## config.mk

```make
export PLATFORM = sky130hd
export DESIGN_NAME = conv_row_ctrl_v2
export DESIGN_NICKNAME = d
export VERILOG_FILES = /design/src/rtl/conv_row_ctrl_v2.sv
export SDC_FILE = /design/constraint.sdc
export NUM_CORES = 1
export LEC_CHECK = 0
export BUFFER_PORTS_ARGS = -buffer_cell sky130_fd_sc_hd__buf_2
export CAP_MARGIN = 0
export CORE_MARGIN = 2
export CORE_UTILIZATION = 40
export CTS_BUF_LIST = sky130_fd_sc_hd__clkbuf_4 sky130_fd_sc_hd__clkbuf_8
export DETAILED_ROUTE_END_ITERATION = 7
export GPL_TIMING_DRIVEN = 1
export SETUP_SLACK_MARGIN = 0.2
export SYNTH_ARGS = -nofsm -noshare
export SYNTH_HDL_FRONTEND = slang
export SYNTH_SLANG_ARGS = --single-unit
export TNS_END_PERCENT = 1
```

## constraint.sdc

```tcl
create_clock -name clk1 -period 3.5 [get_ports clk1]
set_input_delay 0.525 -clock clk1 [delete_from_list [all_inputs] [get_ports clk1]]
set_output_delay 0.525 -clock clk1 [all_outputs]
set_load 0.02 [all_outputs]
```

## src/rtl/conv_row_ctrl_v2.sv

```systemverilog
// conv_row_ctrl_v2: row-stationary convolution sequencer (weights, row sweep, psum accumulate).
// Optional macro CONV_STALL_EN adds psum_ready back-pressure on the COMPUTE state.
module conv_row_ctrl_v2 #(
    parameter int NUM_CHANNEL = 3,
    parameter int IFM_WIDTH   = 9,
    parameter int IFM_HEIGHT  = 9,
    parameter int KERNEL_SIZE = 3
) (
    input  logic                   clk1,
    input  logic                   rst_n,
    input  logic                   start_conv,
`ifdef CONV_STALL_EN
    input  logic                   psum_ready,
`endif
    output logic                   busy,
    output logic                   wgt_read,
    output logic                   ifm_read,
    output logic [KERNEL_SIZE-1:0] lb_rd_en,
    output logic                   lb_clr,
    output logic                   sel_mux_0,
    output logic                   rd_en_psum,
    output logic                   wr_en_psum,
    output logic                   p_valid_output,
    output logic                   last_channel,
    output logic                   end_conv,
    output logic [7:0]             channel_num,
    output logic [9:0]             collum_num,
    output logic [9:0]             cnt_pixel
);
    localparam int OFM_H = IFM_HEIGHT - KERNEL_SIZE + 1;
    localparam int NWGT  = KERNEL_SIZE * KERNEL_SIZE;
    localparam logic [9:0] PX_WGT = 10'(NWGT - 1);
    localparam logic [9:0] PX_ROW = 10'(IFM_WIDTH - 1);
    localparam logic [9:0] PX_OUT = 10'(KERNEL_SIZE - 1);
    localparam logic [9:0] ROW_L  = 10'(OFM_H - 1);
    localparam logic [7:0] CH_L   = 8'(NUM_CHANNEL - 1);

    typedef enum logic [2:0] {IDLE, LOAD_WGT, COMPUTE, END_ROW, DONE} state_t;

    state_t      state_q, state_d;
    logic [7:0]  ch_q, ch_d;
    logic [9:0]  row_q, row_d, px_q, px_d;
    logic        busy_q, busy_d, wgt_q, wgt_d, ifm_q, ifm_d, clr_q, clr_d;
    logic        sel_q, sel_d, rd_q, rd_d, wr_q, wr_d, pv_q, pv_d;
    logic        last_q, last_d, end_q, end_d, oc_d, stall;

`ifdef CONV_STALL_EN
    assign stall = (state_q == COMPUTE) && !psum_ready;
`else
    assign stall = 1'b0;
`endif

    // Next-state/counter sequencing, then Moore decode of the next state for the output flops
    always_comb begin
        state_d = state_q;
        ch_d    = ch_q;
        row_d   = row_q;
        px_d    = px_q;
        case (state_q)
            IDLE: if (start_conv) begin
                state_d = LOAD_WGT;
                ch_d    = '0;
                row_d   = '0;
                px_d    = '0;
            end
            LOAD_WGT: begin
                state_d = (px_q == PX_WGT) ? COMPUTE : LOAD_WGT;
                px_d    = (px_q == PX_WGT) ? '0 : px_q + 10'd1;
            end
            COMPUTE: if (!stall) begin
                state_d = (px_q == PX_ROW) ? END_ROW : COMPUTE;
                px_d    = (px_q == PX_ROW) ? '0 : px_q + 10'd1;
            end
            END_ROW: begin
                px_d    = '0;
                state_d = (row_q != ROW_L) ? COMPUTE : (ch_q != CH_L) ? LOAD_WGT : DONE;
                row_d   = (row_q != ROW_L) ? row_q + 10'd1 : '0;
                ch_d    = (row_q != ROW_L) ? ch_q : (ch_q != CH_L) ? ch_q + 8'd1 : '0;
            end
            DONE:     state_d = IDLE;
            default:  state_d = IDLE;
        endcase
        busy_d = (state_d == LOAD_WGT) || (state_d == COMPUTE) || (state_d == END_ROW);
        wgt_d  = (state_d == LOAD_WGT);
        ifm_d  = (state_d == COMPUTE);
        clr_d  = (state_d == END_ROW);
        end_d  = (state_d == DONE);
        oc_d   = ifm_d && (px_d >= PX_OUT);
        last_d = busy_d && (ch_d == CH_L);
        wr_d   = oc_d;
        rd_d   = oc_d && (ch_d != 8'd0);
        sel_d  = oc_d && (ch_d == 8'd0);
        pv_d   = oc_d && last_d;
    end

    // State, counters and registered outputs with synchronous active-low reset
    always_ff @(posedge clk1) begin
        if (!rst_n) begin
            state_q <= IDLE;
            ch_q    <= '0;
            row_q   <= '0;
            px_q    <= '0;
            busy_q  <= 1'b0;
            wgt_q   <= 1'b0;
            ifm_q   <= 1'b0;
            clr_q   <= 1'b0;
            sel_q   <= 1'b0;
            rd_q    <= 1'b0;
            wr_q    <= 1'b0;
            pv_q    <= 1'b0;
            last_q  <= 1'b0;
            end_q   <= 1'b0;
        end else begin
            state_q <= state_d;
            ch_q    <= ch_d;
            row_q   <= row_d;
            px_q    <= px_d;
            busy_q  <= busy_d;
            wgt_q   <= wgt_d;
            ifm_q   <= ifm_d;
            clr_q   <= clr_d;
            sel_q   <= sel_d;
            rd_q    <= rd_d;
            wr_q    <= wr_d;
            pv_q    <= pv_d;
            last_q  <= last_d;
            end_q   <= end_d;
        end
    end

    assign busy           = busy_q;
    assign wgt_read       = wgt_q;
    assign ifm_read       = ifm_q & ~stall;
    assign lb_rd_en       = {KERNEL_SIZE{ifm_q & ~stall}};
    assign lb_clr         = clr_q;
    assign sel_mux_0      = sel_q & ~stall;
    assign rd_en_psum     = rd_q & ~stall;
    assign wr_en_psum     = wr_q & ~stall;
    assign p_valid_output = pv_q & ~stall;
    assign last_channel   = last_q;
    assign end_conv       = end_q;
    assign channel_num    = ch_q;
    assign collum_num     = row_q;
    assign cnt_pixel      = px_q;
endmodule

```

## Yosys cells after proc, flatten, opt, wreduce, memory -nomap -nowiden

Cells that the tools add are included.

| word-level totals | value |
|---|---|
| flip-flop bits (word level) | 41 |
| output and inout bits | 41 |
| word-level logic and storage cells | 59 |

| cells by class | value |
|---|---|
| add/subtract/negate cells | 3 |
| order comparisons | 1 |
| equality and inequality tests | 12 |
| muxes and demuxes | 16 |
| reduce and logical (&&, ||, !) cells | 13 |

Operator list:

| cell | number |
|---|---|
| $mux 10 | 4 |
| $pmux 10 s3 | 1 |
| $mux 8 | 3 |
| $add 10x1->10 const B | 2 |
| $pmux 10 s2 | 1 |
| $pmux 8 s2 | 1 |
| $eq 3x2->1 const B | 4 |
| $pmux 3 s4 | 1 |
| $eq 10x4->1 const B | 1 |
| $ge 10x2->1 const B | 1 |
| $ne 10x3->1 const B | 1 |
| $mux 3 | 3 |
| $add 8x1->8 const B | 1 |
| $eq 8x2->1 const B | 1 |
| $logic_not 8->1 | 1 |
| $ne 8x2->1 const B | 1 |
| $reduce_bool 8->1 | 1 |
| $eq 3x1->1 const B | 2 |
| $logic_and 1x1->1 | 5 |
| $eq 3x3->1 const B | 1 |
| $logic_not 3->1 | 1 |
| $logic_or 1x1->1 | 2 |
| $mux 2 | 1 |
| $ne 2x2->1 const B | 1 |
| other kinds (4) | 4 |

## Depth between registers and ports, before layout

Gate-level depths: netlist of run 1.

| depth | value |
|---|---|
| word-level depth | 9 |
| depth in mapped cells | 10 |
| depth with buffers taken out | 9 |

## Worst setup path after synthesis of run 1

OpenSTA, ideal clock, no wires.

| path | value |
|---|---|
| path type | register to register |
| from | register px_q[1], in the netlist cnt_pixel[1] |
| to | register pv_q, in the netlist p_valid_output |
| setup time | 116 ps |
| arrival | 2041 ps |
| data required time | 3384 ps |
| setup slack | 1343 ps |
| cell stages (with the launch flop) | 11 |
| path buffers | 1 |
| clock period less this slack | 2157 ps |
| path through | dfxtp_1 > inv_1 > ha_1 > nor4b_4 > nand4b_4 > and2_4 > buf_6 > a22o_1 > nor3_2 > a41oi_2 > and4_1 |

| between the ends | value |
|---|---|
| longest elaborated chain between the ends | 8 |
| elaborated cells between the ends (all ways) | 17 |
| those cells by class | 1 x add/sub; 1 x order compare; 4 x eq/ne; 6 x mux; 5 x reduce/logical |

Ends and longest elaborated chain:

| element | RTL line | RTL |
|---|---|---|
| start, declared | 42 | `logic [9:0] row_q, row_d, px_q, px_d;` |
| start signal, assigned | 117 | `px_q <= px_d;` |
| parallel branches: the longest is 7 deep, another holds $add 10x1->10 | -- |  |
| $logic_and 1x1->1 (*) | 93 | `pv_d = oc_d && last_d;` |
| end signal, assigned | 125 | `pv_q <= pv_d;` |
| end, declared | 44 | `logic sel_q, sel_d, rd_q, rd_d, wr_q, wr_d, pv_q, pv_d;` |

Every way passes the cells marked *.
A chain may end at the register's enable or synchronous reset.

## Final worst setup path of run 1

| path | value |
|---|---|
| from | register row_q[5], in the netlist collum_num[5] |
| to | register pv_q, in the netlist p_valid_output |

| between the ends | value |
|---|---|
| longest elaborated chain between the ends | 8 |
| elaborated cells between the ends (all ways) | 14 |
| those cells by class | 5 x eq/ne; 4 x mux; 5 x reduce/logical |

Ends and longest elaborated chain:

| element | RTL line | RTL |
|---|---|---|
| start, declared | 42 |  |
| start signal, assigned | 116 | `row_q <= row_d;` |
| $ne 10x3->1 (*) | 76, 78 |  |
| $mux 3 | 76 | `state_d = (row_q != ROW_L) ? COMPUTE : (ch_q != CH_L) ? LOAD_WGT : DONE;` |
| $pmux 3 s4 | 59 | `case (state_q)` |
| $eq 3x1->1 or $eq 3x2->1 (tied branches) | 83, 85 |  |
| $logic_or 1x1->1 (2 in a row) | 83 | `busy_d = (state_d == LOAD_WGT) \|\| (state_d == COMPUTE) \|\| (state_d == END_ROW);` |
| $logic_and 1x1->1 | 89 | `last_d = busy_d && (ch_d == CH_L);` |
| $logic_and 1x1->1 (*) | 93 |  |

Every way passes the cells marked *; elsewhere a longest branch is shown, timed or not.

==> out/results.tsv, run 1 <==
metric	value	unit
remaining_drc_errors	0	
cp_data_required_time	3.75	ns
hold_slack	0.573	ns
grt_pass1_vias	1839	
drt_pre_antenna_iters	4	
clockBufferDepth	2	
reg2reg_slack	1.13	ns
core_region_area	5570	µm²
vias	2103	
overflow	0	
start_util	0.417	
maxSlewViolCount	0	
synth_ff_type	dfxtp_1	
synth_edf_count	0	
regArea	821	µm²
drtIter0Drc	127	
skew	0.00715	ns
post-route-period-util	0.677	
port_buffers	43	
worstSkewPairLatency	0.30	ns
yosysSeqAreaShare	0.353	
drive_gt1_frac	0.218	
netlist_area	2330	µm²
path_clk_slew	0.08	ns
io_pins	44	
ys_warn_count	0	
place.gp.congestion	0.879	
place_hpwl	3.74	mm
p_per_area	352	nW/µm²
clock_sinks	41	
chipWidth	80.3	µm
n_antenna_cell	0	
post_cts_buffers	0	
fin_nets	324	
wl_per_cell	13.6	µm
syn_area_per_cell	8.37	µm²
tritoncts	done	
multi_input_area	1370	µm²
crit_path_start_kind	register	
syn_nets	287	
h-tree-depth	2	
worst_ir_drop_vdd	0.192	mV
cts_buffers	5	
tightestPinTransition	0.677	ns
layout_min_cycle_time	2.37	ns
finalHoldViolCount	0	
floorplan.die_area	6440	µm²
max_slew_margin	0.547	
finalSetupViolations	0	
grt.total_usage	0.174	
grt_max_degree	35	
totalWireLength	5.27	mm
maxCapViolations	0	
row_count	27	
max_freq	422	MHz
worstPathArrival	2.62	ns
routed_via_density	5.42	
syn_inst	278	
cp-end-kind	register	
holdBufCountCts	0	
hold_path_class	register to register	
crit_type	register to register	
antenna_found_initial	0	
die_h	80.3	µm
p_leak	1.18	nW
ys_ff_latch	41	
antenna_left	0	
crit_fanout	10	
rsz0062_at_grt	no	
syn_to_final_growth	14.2	%
outcome	finished clean	
synthDistinctLibCells	58	
fillers	564	
cts_resized	0	
grt_pass1_wl	8.82	mm
async_flop_share	0	
fin_setup_tns	0	ns
root_buffer	clkbuf_8	
[placed cells by master (no fill, tap or decap), types with 3 or more instances in the layout]
cell type   n
a21boi_0    5
a21oi_1    11
and2_1     12
and3_1      6
buf_2      43
clkbuf_8    6
dfxtp_1    41
ha_1        6
inv_1      10
nand2_1    25
nand2b_1    4
nand3_1    22
nor2_1     19
nor2b_1    13
nor3_1     15
nor3b_1     3
o211a_1     7
o21a_1      5
o21ai_0    16
or2_2       3
xnor2_1     3
[routing by layer]
layer  track usage  wire (µm)
met5             0          0
met4        0.0831         95
met3        0.0360        318
met2         0.258       2270
met1         0.241       2590
[path summary, 6_finish.rpt]
kind,from,endpoint,depth (start not counted)
setup / recovery,collum_num[5]$_SDFFE_PN0P_,p_valid_output$_SDFF_PN0_,7
hold / removal,collum_num[9]$_SDFFE_PN0P_,collum_num[9]$_SDFFE_PN0P_,1
setup reg to reg,collum_num[5]$_SDFFE_PN0P_,p_valid_output$_SDFF_PN0_,7
hold reg to reg,collum_num[9]$_SDFFE_PN0P_,collum_num[9]$_SDFFE_PN0P_,1
[cells by family (layout without fill, tap and decap cells)]
family,after synthesis,in the layout,share of synthesized area
XOR/XNOR,3,3,0.0113
multiplexers,1,1,0.00430
flip-flops,41,41,0.353
AO/OA/AOI/OAI,64,64,0.198
adder cells (fa/ha/maj),6,6,0.0323
buffers and inverters,23,61,0.0570
AND/OR/NAND/NOR,140,140,0.344
[worst max-delay path, stage by stage, from the launching register on]
cell      delay, ns
dfxtp_1        0.39
nor4_4         0.37
a41oi_1        0.16
or2_0          0.42
o21a_1         0.30
a211oi_2       0.20
and4b_1        0.28
and4_1         0.20
[state kept, by name, indices dropped and copies added (netlist names)]
register and cells:
state_q 3, channel_num 8, end_conv 1, lb_clr 1, collum_num 10, cnt_pixel 10, wr_en_psum 1, ifm_read 1
rd_en_psum 1, last_channel 1, sel_mux_0 1, wgt_read 1, p_valid_output 1, busy 1
[area by class of cell]
| type | instances | area share |
|---|---|---|
| Clock buffer | 6 | 0.0311 |
| Timing Repair Buffer | 43 | 0.0810 |
| Sequential cell | 41 | 0.309 |
| Clock inverter | 2 | 0.0141 |
| Inverter | 10 | 0.0141 |
| Tap cell | 72 | 0.0339 |
| Multi-Input combinational cell | 214 | 0.517 |
[cell usage after synthesis, types with 2 or more instances]
| cell type | n | area share |
|---|---|---|
| a21boi_0 | 5 | 0.016 |
| a31oi_1 | 2 | 0.0054 |
| a22oi_1 | 2 | 0.0065 |
| nand4_1 | 2 | 0.0054 |
| clkbuf_1 | 3 | 0.0048 |
| nor2_1 | 19 | 0.031 |
| dfxtp_1 | 41 | 0.35 |
| inv_1 | 10 | 0.016 |
| nor3_1 | 15 | 0.032 |
| and2_1 | 12 | 0.032 |
| nand2b_1 | 4 | 0.011 |
| nand3_1 | 22 | 0.047 |
| nand2_1 | 25 | 0.040 |
| o21ai_0 | 16 | 0.034 |
| nor2b_1 | 13 | 0.035 |
| a21oi_1 | 11 | 0.024 |
| and3_1 | 6 | 0.016 |
| buf_6 | 2 | 0.0097 |
| o21a_1 | 5 | 0.016 |
| o211a_1 | 7 | 0.030 |
| or2_2 | 3 | 0.0081 |
| ha_1 | 6 | 0.032 |
| buf_4 | 5 | 0.016 |
| nor3b_1 | 3 | 0.0097 |
| xnor2_1 | 3 | 0.011 |
| a21o_1 | 2 | 0.0065 |
| buf_2 | 2 | 0.0043 |
| nor4_1 | 2 | 0.0054 |
[power breakdown]
group / leakage, nW / switching [mW] / internal [mW]
sequential: 0.331 / 0.00434 / 0.470
clock: 0.0574 / 0.175 / 0.232
combinational: 0.791 / 0.0334 / 0.0198
total: 1.18 / 0.213 / 0.721
[stage by stage]
step                       util  instance area (µm²)  setup slack [ns]  total power [mW]  std cells
after floorplan               -                 2330              1.34             0.529        278
after global placement    0.455                 2540              1.08             0.538        380
after detailed placement  0.455                 2540              1.09             0.538        380
after CTS                 0.477                 2660              1.15             0.948        388
after global routing      0.477                 2660             0.839             0.977        388
final                     0.477                 2660              1.13             0.935        388
(Power assumes the default switching activity.)
==> inputs of run 2 (changes only) <==
==> constraint.sdc (replaced) <==
create_clock -name clk1 -period 2.4 [get_ports clk1]
set_input_delay 0.36 -clock clk1 [delete_from_list [all_inputs] [get_ports clk1]]
set_output_delay 0.36 -clock clk1 [all_outputs]
set_load 0.02 [all_outputs]
==> out/results.tsv, run 2 (synthesis results as in run 1) <==
metric	value	unit	change
outcome	finished clean		unchanged
root_buffer	clkbuf_8		unchanged
chipWidth	80.3	µm	unchanged
antenna_left	0		unchanged
row_count	27		unchanged
fin_nets	343		was 324
crit_fanout	7		was 10
grt.total_usage	0.181		was 0.174
drt_pre_antenna_iters	4		unchanged
cts_buffers	5		unchanged
layout_commonest_cell	buf_2		unchanged
post-route-period-util	0.913		was 0.677
crit_slowest_cell	o41a_4		was or2_0
start_util	0.417		unchanged
core_region_area	5570	µm²	unchanged
reg2reg_slack	0.21	ns	was 1.13 ns
path_clk_slew	0.08	ns	about the same
finalSetupViolations	0		unchanged
grt_pass1_vias	1878		was 1839
drive_gt1_frac	0.310		was 0.218
antenna_found_initial	0		unchanged
cp-end-kind	register		unchanged
r2r_end	sel_mux_0$_SDFF_PN0_		was p_valid_output$_SDFF_PN0_
finalHoldViolCount	0		unchanged
io_pins	44		unchanged
vias	2201		was 2103
r2r_cells	8		was 7
drtIter0Drc	85		was 127
maxCapViolations	0		unchanged
r2r-start	cnt_pixel[1]$_SDFF_PN0_		was collum_num[5]$_SDFFE_PN0P_
skew	0.00526	ns	was 0.00715 ns
floorplan.die_area	6440	µm²	unchanged
mostFrequentLayoutCells	buf_2 (43), dfxtp_1 (38), nand2_1 (25)		was buf_2 (43), dfxtp_1 (41), nand2_1 (25)
overflow	0		unchanged
grt_pass1_wl	9.16	mm	was 8.82 mm
maxSlewViolCount	0		unchanged
p_leak	1.29	nW	was 1.18 nW
tritoncts	done		unchanged
max_slew_margin	0.730		was 0.547
worstSkewPairLatency	0.30	ns	about the same
place_hpwl	3.97	mm	was 3.74 mm
layout_min_cycle_time	2.19	ns	was 2.37 ns
worst_ir_drop_vdd	0.259	mV	was 0.192 mV
worstPathArrival	2.39	ns	was 2.62 ns
syn_to_final_growth	24.5	%	was 14.2%
n_antenna_cell	0		unchanged
hp-start	rst_n		was collum_num[9]$_SDFFE_PN0P_
cp_data_required_time	2.60	ns	was 3.75 ns
hold-path-endpoint	ifm_read$_SDFF_PN0_		was collum_num[9]$_SDFFE_PN0P_
finish.instance_area	2900	µm²	was 2660 µm²
clockBufferDepth	2		unchanged
crit_path_start_kind	register		unchanged
hold_path_class	input port to register		was register to register
dpl_cell_area	2620	µm²	was 2540 µm²
tightestPinTransition	0.401	ns	was 0.677 ns
fin_setup_tns	0	ns	unchanged
place.gp.congestion	0.911		was 0.879
die_h	80.3	µm	unchanged
routed_via_density	5.41		was 5.42
max_freq	456	MHz	was 422 MHz
clock_sinks	41		unchanged
crit_type	register to register		unchanged
p_per_area	504	nW/µm²	was 352 nW/µm²
port_buffers	43		unchanged
critPathMaxStageDelay	0.48	ns	was 0.42 ns
h-tree-depth	2		unchanged
wl_per_cell	14.2	µm	was 13.6 µm
holdBufCountCts	0		unchanged
crit_family	compound AO/OA/AOI/OAI gates		was simple AND/OR/NAND/NOR gates
min_path_cells	3		was 1
crit_chain	ha_2, nand3_2, or2_4, nor2_1, o41a_4, a2111oi_4, a41oi_2, and3_1		was nor4_4, a41oi_1, or2_0, o21a_1, a211oi_2, and4b_1, and4_1
grt_max_degree	34		was 35
remaining_drc_errors	0		unchanged
crit_buf_inv	0		unchanged
totalWireLength	5.77	mm	was 5.27 mm
rsz0062_at_grt	yes		was no
## run 2: cell types whose count changed in the layout (fill, tap and decap cells not counted), sizes merged
| cell | before | now |
|---|---|---|
| buf | 43 | 62 |
| bufinv | 1 | 2 |
| clkinvlp | 1 | 0 |
| clkbuf | 6 | 5 |
| clkinv | 0 | 1 |
## run 2: final cells by class
| type | instances | area (µm²) |
|---|---|---|
| Tap cell | 72 | 90.1 |
| Fill cell | 562 | 2680 |
| Inverter | 10 | 40.0 |
| Clock buffer | 5 | 68.8 |
| Sequential cell | 41 | 830 |
| Multi-Input combinational cell | 214 | 1450 |
| Timing Repair Buffer | 62 | 358 |
| Clock inverter | 3 | 65.1 |
## run 2: timing repair
item | 4_1_cts | 5_1_grt
buffers inserted | 2 | 6
pin swaps | 1 | 9
gates resized for setup | 5 | 19
setup endpoints to repair | 4 | 5
## run 2: worst max path at each step
| stage | from | end | depth (start not counted) |
|---|---|---|---|
| global placement | collum_num[5]$_SDFFE_PN0P_ | p_valid_output$_SDFF_PN0_ | 7 |
| floorplan | cnt_pixel[1]$_SDFF_PN0_ | p_valid_output$_SDFF_PN0_ | 10 |
| CTS | cnt_pixel[0]$_SDFF_PN0_ | p_valid_output$_SDFF_PN0_ | 8 |
| finish | cnt_pixel[1]$_SDFF_PN0_ | sel_mux_0$_SDFF_PN0_ | 8 |
| detailed placement | collum_num[0]$_SDFFE_PN0P_ | p_valid_output$_SDFF_PN0_ | 9 |
| global route | cnt_pixel[1]$_SDFF_PN0_ | p_valid_output$_SDFF_PN0_ | 8 |
## run 2: worst reg2reg max path: stages (launching register included)
cell	delay, ns
dfxtp_4	0.38
ha_2	0.21
nand3_2	0.12
or2_4	0.14
nor2_1	0.05
o41a_4	0.48
a2111oi_4	0.33
a41oi_2	0.20
and3_1	0.19
## run 2: power by group
group | total (mW) | internal (mW) | switching, mW | leakage [nW]
sequential | 0.690 | 0.684 | 0.00569 | 0.333
clock | 0.671 | 0.413 | 0.257 | 0.0681
combinational | 0.100 | 0.0438 | 0.0562 | 0.893
total | 1.46 | 1.14 | 0.319 | 1.29
## run 2: metrics by stage
stage | util | hold slack (ns) | total power, mW | worst slack, ns | cells
after global placement | 0.470 | 0.542 | 0.790 | 0.146 | 391
after CTS | 0.498 | 0.413 | 1.46 | 0.195 | 401
after floorplan | - | 0.492 | 0.771 | 0.243 | 278
final | 0.520 | 0.351 | 1.46 | 0.208 | 407
after detailed placement | 0.470 | 0.555 | 0.790 | 0.116 | 391
after global routing | 0.520 | 0.344 | 1.52 | 0.129 | 407
## run 2: layer usage
layer | GRT usage | vias to the layer above | part of all wire
met5 | 0 | - | 0
met4 | 0.0695 | 0 | 0.022
met2 | 0.292 | 65 | 0.47
met1 | 0.235 | 1025 | 0.45
li1 | - | 1097 | -
met3 | 0.0382 | 14 | 0.052
